**src/rtl/mcu_mem_pkg.sv**
```systemverilog
// Shared types for the MCU external-memory port arbiter.
//   state_e : transaction sequencer states
//   owner_e : which requester owns the in-flight transaction
//   SIZE_*  : access size encodings carried on mem_size
package mcu_mem_pkg;

  typedef enum logic [1:0] {
    IDLE  = 2'd0,
    ISSUE = 2'd1,
    WAIT  = 2'd2,
    RESP  = 2'd3
  } state_e;

  typedef enum logic {
    OWNER_IF = 1'b0,
    OWNER_LS = 1'b1
  } owner_e;

  localparam logic [1:0] SIZE_BYTE = 2'd0;
  localparam logic [1:0] SIZE_HALF = 2'd1;
  localparam logic [1:0] SIZE_WORD = 2'd2;

endpackage

```
**src/rtl/mem_port_arbiter_rr_arb2.sv**
```systemverilog
// Two-input round-robin grant logic (IF vs LS).
//   clk, rst_n : clock, synchronous active-low reset
//   en_i       : grants may be issued
//   req_if_i   : IF request
//   req_ls_i   : LS request
//   upd_i      : a grant was taken; remember the winner
//   gnt_if_o   : IF granted
//   gnt_ls_o   : LS granted
module rr_arb2
  import mcu_mem_pkg::*;
(
  input  logic clk,
  input  logic rst_n,
  input  logic en_i,
  input  logic req_if_i,
  input  logic req_ls_i,
  input  logic upd_i,
  output logic gnt_if_o,
  output logic gnt_ls_o
);

  owner_e last_q, last_d;

  // On contention the port that did not win last time goes first.
  always_comb begin
    gnt_if_o = en_i & req_if_i & (~req_ls_i | (last_q == OWNER_LS));
    gnt_ls_o = en_i & req_ls_i & (~req_if_i | (last_q == OWNER_IF));
  end

  always_comb begin
    last_d = last_q;
    if (upd_i) last_d = gnt_if_o ? OWNER_IF : OWNER_LS;
  end

  // LS after reset so IF wins the first contention.
  always_ff @(posedge clk) begin
    if (!rst_n) last_q <= OWNER_LS;
    else        last_q <= last_d;
  end

endmodule

```
**src/rtl/mem_port_arbiter.sv**
```systemverilog
// Shares one external-memory controller between instruction fetch (IF)
// and load/store (LS). Round-robin grant in IDLE, latch command, strobe
// mem_start, wait for mem_done (or abort after TIMEOUT_CYCLES), then
// pulse the owner's response valid.
//   if_*  : IF request / response
//   ls_*  : LS request / response
//   resp_*: shared response data/error, valid with an *_resp_valid pulse
//   mem_* : command to / completion from the memory controller
//   busy  : a transaction is in flight
module mem_port_arbiter
  import mcu_mem_pkg::*;
#(
  parameter int ADDR_W         = 24,
  parameter int TIMEOUT_CYCLES = 255,
  parameter int TO_W           = 8
) (
  input  logic              clk,
  input  logic              rst_n,
  input  logic              ena,
  input  logic              if_valid,
  output logic              if_ready,
  input  logic [ADDR_W-1:0] if_addr,
  output logic              if_resp_valid,
  input  logic              ls_valid,
  output logic              ls_ready,
  input  logic [ADDR_W-1:0] ls_addr,
  input  logic              ls_we,
  input  logic [31:0]       ls_wdata,
  input  logic [1:0]        ls_size,
  output logic              ls_resp_valid,
  output logic [31:0]       resp_rdata,
  output logic              resp_err,
  output logic              mem_start,
  output logic [ADDR_W-1:0] mem_addr,
  output logic              mem_we,
  output logic [31:0]       mem_wdata,
  output logic [1:0]        mem_size,
  input  logic              mem_done,
  input  logic [31:0]       mem_rdata,
  output logic              mem_abort,
  output logic              busy
);

  localparam logic [TO_W-1:0] TO_MAX = TO_W'(TIMEOUT_CYCLES);

  state_e            state_q, state_d;
  owner_e            owner_q;
  logic [TO_W-1:0]   cnt_q;
  logic [ADDR_W-1:0] addr_q;
  logic              we_q;
  logic [31:0]       wdata_q;
  logic [1:0]        size_q;
  logic [31:0]       rdata_q;
  logic              err_q;

  logic gnt_if, gnt_ls, hs, timeout;

  // Grants already include valid, so a grant is a handshake.
  rr_arb2 u_arb (
    .clk      (clk),
    .rst_n    (rst_n),
    .en_i     (ena & (state_q == IDLE)),
    .req_if_i (if_valid),
    .req_ls_i (ls_valid),
    .upd_i    (hs),
    .gnt_if_o (gnt_if),
    .gnt_ls_o (gnt_ls)
  );

  assign hs      = gnt_if | gnt_ls;
  assign timeout = (cnt_q == TO_MAX);

  // State register
  always_ff @(posedge clk) begin
    if (!rst_n) state_q <= IDLE;
    else        state_q <= state_d;
  end

  // Next state
  always_comb begin
    state_d = state_q;
    case (state_q)
      IDLE:    if (hs) state_d = ISSUE;
      ISSUE:   state_d = WAIT;
      WAIT:    if (mem_done || timeout) state_d = RESP;
      RESP:    state_d = IDLE;
      default: state_d = IDLE;
    endcase
  end

  // Outputs
  always_comb begin
    if_ready      = gnt_if;
    ls_ready      = gnt_ls;
    mem_start     = (state_q == ISSUE);
    // mem_done wins over a coincident timeout.
    mem_abort     = (state_q == WAIT) & timeout & ~mem_done;
    if_resp_valid = (state_q == RESP) & (owner_q == OWNER_IF);
    ls_resp_valid = (state_q == RESP) & (owner_q == OWNER_LS);
    busy          = (state_q != IDLE);
  end

  // Command latch, watchdog counter and response capture
  always_ff @(posedge clk) begin
    if (!rst_n) begin
      owner_q <= OWNER_IF;
      cnt_q   <= '0;
      addr_q  <= '0;
      we_q    <= 1'b0;
      wdata_q <= '0;
      size_q  <= '0;
      rdata_q <= '0;
      err_q   <= 1'b0;
    end else begin
      case (state_q)
        IDLE: if (hs) begin
          owner_q <= gnt_if ? OWNER_IF : OWNER_LS;
          addr_q  <= gnt_if ? if_addr  : ls_addr;
          we_q    <= gnt_if ? 1'b0     : ls_we;
          wdata_q <= gnt_if ? '0       : ls_wdata;
          size_q  <= gnt_if ? SIZE_WORD : ls_size;
        end
        ISSUE: cnt_q <= '0;
        WAIT: begin
          // Saturates at TO_MAX so it can never wrap.
          if (!timeout) cnt_q <= cnt_q + 1'b1;
          if (mem_done) begin
            rdata_q <= mem_rdata;
            err_q   <= 1'b0;
          end else if (timeout) begin
            rdata_q <= '0;
            err_q   <= 1'b1;
          end
        end
        default: ;
      endcase
    end
  end

  assign mem_addr   = addr_q;
  assign mem_we     = we_q;
  assign mem_wdata  = wdata_q;
  assign mem_size   = size_q;
  assign resp_rdata = rdata_q;
  assign resp_err   = err_q;

endmodule

```
**config.mk**
```make
export PLATFORM = sky130hd
export DESIGN_NAME = mem_port_arbiter
export DESIGN_NICKNAME = d
export VERILOG_FILES = /design/src/rtl/mcu_mem_pkg.sv /design/src/rtl/mem_port_arbiter_rr_arb2.sv /design/src/rtl/mem_port_arbiter.sv
export SDC_FILE = /design/constraint.sdc
export NUM_CORES = 1
export LEC_CHECK = 0
export BUFFER_PORTS_ARGS = -buffer_cell sky130_fd_sc_hd__buf_2
export CORE_MARGIN = 4
export CORE_UTILIZATION = 39
export DETAILED_ROUTE_END_ITERATION = 16
export GPL_TIMING_DRIVEN = 0
export PLACE_DENSITY_LB_ADDON = 0.05
export SETUP_SLACK_MARGIN = 0.5
export SLEW_MARGIN = 5
export SYNTH_ARGS = -nofsm -noshare
export SYNTH_HDL_FRONTEND = slang
export SYNTH_SLANG_ARGS = --single-unit
```
**constraint.sdc**
```tcl
create_clock -name clk -period 1.6 [get_ports clk]
set_clock_uncertainty 0.05 [all_clocks]
set_input_delay 0.24 -clock clk [delete_from_list [all_inputs] [get_ports clk]]
set_output_delay 0.24 -clock clk [all_outputs]
set_load 0.05 [all_outputs]
```
==> impl_summary.txt <==
----------------------------------------------------
[Setup path]
  Crit. End Element ... output pin
  Worst Setup Path Type ... flop to output pin
  Worst Path Required ... 1.31 ns
  CP Max Fanout ... 5
  Depth of the worst register-to-register path ... 9
  Crit Reg-Reg Startpoint ... state_q[1]
  R2R Path End ... mem_addr[15]
  Worst setup path startpoint ... state_q[1]
  R2R Setup Slk ... -0.12 ns
  Startpoint class of the critical path ... flop
  Arrival time reported for the critical path endpoint ... ~1.5 ns
  Destination of the critical timing path ... ls_ready

[Global routing]
  GR Util All Layers ... about 22%
  Global-route wire length before repair ... approximately 21 mm
  Antenna violations before repair ... 0
  Largest net degree at the start of global routing ... 17
  Via count of the first global-routing pass ... around 4300
  Residual overflow from global routing ... 0

[Min path]
  Type of the most critical hold path ... input port to flop
  Worst hold start ... mem_rdata[9]

[Detailed routing]
  Post-detailed-route count of antenna-violating nets ... 0
  DRC violation total after the first TritonRoute iteration ... approximately 200
  Vias per inst ... around 5
  Number of vias after detailed routing ... roughly 4300
  First-pass iteration count of the detailed router ... 4
  Post-route DRC ... 0
  Average detailed-routed wire length per instance ... approximately 17 µm
  Wire length after detailed routing ... between 10 and 15 mm

[Clock network]
  Bufs on Longest Clock Path ... 2
  Total clock sinks ... 104
  Total CTS buffers ... 9
  CTS root buf ... clkbuf_8
  Clock tree from TritonCTS ... done
  Clock edge transition at the registers on the reported setup and hold paths ... 0.10 ns
  H-tree levels ... 3
  Worst skew pair latency ... 0.37 ns

[Floorplan]
  Core area ... about 9700 µm²
  Initial core utilization ... between 30% and 40%
  Die area ... 11600 µm²
  IO Count ... 220
  Floorplan row count ... 36
  Die Height ... 108 µm
  Overall die width ... 108 µm

[Timing]
  Final number of hold-violating endpoints ... 0
  Tmin final ... 1.82 ns
  Endpoints failing setup ... 96
  Tcrit/Tclk final ... 114%
  Setup TNS ... -5.90 ns
  Final count of pins violating max slew ... 0
  Final worst hold slack ... ~0.020 ns
  Slew headroom ... around 64%
  Min setup slack post-route ... -0.220 ns
  Max Clk Rate ... 549 MHz
  RSZ-0062 raised after global routing ... yes
  Slew at the pin closest to its max-slew limit ... approximately 0.54 ns

[Synth]
  Total of warnings raised by yosys ... 0
  Average cell area after synthesis ... around 9.9 µm²
  Fraction of the yosys area taken by sequential cells ... between 50% and 60%
  Net count after synthesis ... 515
  Number of enable flip-flop cells after synthesis ... 0
  Number of distinct library cells after synthesis ... 36
  Most instantiated flip-flop cell in the synthesis netlist ... dfxtp_1
  Register bit total from synthesis ... between 100 and 150
  FFs w/ async S/R, synth ... 0%
  Synthesized instance count ... between 300 and 400
  Combined area of all synthesized cells ... 3870 µm²

[Run status]
  Violations in the final reports ... setup timing
  Result of the run ... complete, but fails checks

[Flow run]
  Count of maximum capacitance violations ... 0

[Placement]
  Setup WS pre-CTS ... -0.176 ns
  DP Wirelength ... 8.18 mm
  Count of input and output buffers ... 218
  Global placement routability congestion ... 0.775

[Pwr]
  Leakage power ... 3.49 nW
  Peak VDD IR ... 0.782 mV
  Total Power ... around 11 mW
  Total power density per cell area ... about 1300 nW/µm²

[Layout]
  Fraction of layout cells with a size suffix above 1 ... roughly 74%
  Core utilization of the finished layout ... just over 80%
  Layout Nets ... 837
  Area Growth Syn to Fin ... 108%
  Number of inserted diodes ... 0

----------------------------------------------------
[critical path: stages, from the launching register on]
cell and delay, ns:
dfxtp_4 0.35, inv_2 0.08, ha_4 0.17, nand3_4 0.07
a21oi_4 0.19, buf_6 0.16, buf_8 0.14
[cells by family (layout without fill, tap and decap cells)]
group           after synthesis  in the layout  share of synthesized area, %
compound gates              140            140                          24.6
flops                       104            104                          53.9
buf+inv                      38            365                          4.53
fa+ha+maj                     5              5                          1.62
simple gates                 77             77                          8.90
mux                          25             25                          6.47
[cell type report]
type	count	area [µm²]
clock inverter	4	26.3
multi-input combinational	247	2100
buffer	29	312
clock buffer	12	155
fill	532	1700
inverter	9	51.3
tap	133	166
timing repair buffer	311	3000
sequential	104	2220
[how the worst min path moves through the flow]
stage	slack, ns	cells past startpoint	end
after global routing	0.02	2	resp_rdata[9]
final	0.02	2	resp_rdata[9]
after CTS	0.01	2	resp_rdata[9]
after floorplan	0.32	1	resp_rdata[10]
after detailed placement	0.40	2	resp_rdata[25]
after global placement	0.40	2	resp_rdata[17]
[through the flow]
step           instance area (µm²)  cells
2_1_floorplan                 4000    389
3_3_place_gp                  5260    740
3_5_place_dp                  5260    740
4_1_cts                       7120    803
5_1_grt                       8030    849
6_report                      8030    849
[registers in the layout, summed over array words and instances (netlist names)]
signal,count
mem_addr,24
state_q,2
cnt_q,8
mem_size,2
mem_we,1
mem_wdata,32
resp_rdata,32
owner_q,1
resp_err,1
u_arb.last_q,1
[Yosys cell counts (2+ instances only)]
library cell | n | area share, %
clkbuf_1 | 15 | 1.5
nand4_1 | 2 | 0.32
a31oi_1 | 3 | 0.49
nor2_1 | 44 | 4.3
ha_1 | 5 | 1.6
dfxtp_1 | 104 | 54
o22ai_1 | 2 | 0.32
nand2b_1 | 2 | 0.32
o21ai_0 | 26 | 3.4
mux2i_1 | 25 | 6.5
buf_2 | 11 | 1.4
a22oi_1 | 34 | 6.6
buf_6 | 2 | 0.58
inv_1 | 9 | 0.87
nand2_1 | 12 | 1.2
and3_1 | 4 | 0.65
o211ai_1 | 2 | 0.39
a21oi_1 | 32 | 4.1
a22o_1 | 32 | 7.2
nand3_1 | 5 | 0.65
nor3_1 | 2 | 0.26
o21bai_1 | 2 | 0.39
[metal layers]
| metal | GRT usage [%] | up-vias | part of all wire, % |
|---|---|---|---|
| met5 | 0 | - | 0 |
| met4 | 7.94 | 0 | 2.3 |
| met3 | 4.92 | 28 | 6.8 |
| met2 | 38.6 | 170 | 52 |
| met1 | 26.5 | 2056 | 39 |
| li1 | - | 2058 | - |
[layout by cell type (no fill, tap or decap), types with 2 or more instances in the layout]
cell type  instances
a21oi_1           25
o21ai_1            6
nand4_1            2
dfxtp_2           94
clkbuf_8          15
dfxtp_4            6
inv_1              5
buf_6             36
a22oi_2           34
nand3_1            2
mux2i_1           24
clkbuf_1           7
buf_2            121
dfxtp_1            4
nor2_1            39
and3_4             3
buf_4             58
buf_8            101
clkbuf_16          3
o21ai_0           15
nand3_4            2
a21oi_4            3
buf_12             8
o21ai_4            2
o211ai_1           2
ha_4               4
nand2_4            3
a22o_1            32
a21oi_2            5
nor3_2             2
inv_4              2
a31oi_1            3
o21ai_2            4
nor2_4             5
clkinv_2           2
nand2_1            8
[report_power, final]
part / leakage (nW) / internal, mW / total (mW) / switching, mW
clock: 0.0928 / 0.653 / 1.55 / 0.899
sequential: 0.893 / 3.03 / 3.37 / 0.334
combinational: 2.51 / 2.77 / 5.68 / 2.91
[timing repair]
action,in CTS,in global routing
pin swaps,39,34
setup buffers,41,43
cloned,6,3
hold buffers,0,0
resized for setup,431,152
setup endpoints to repair,202,203
(Power assumes the default switching activity.)
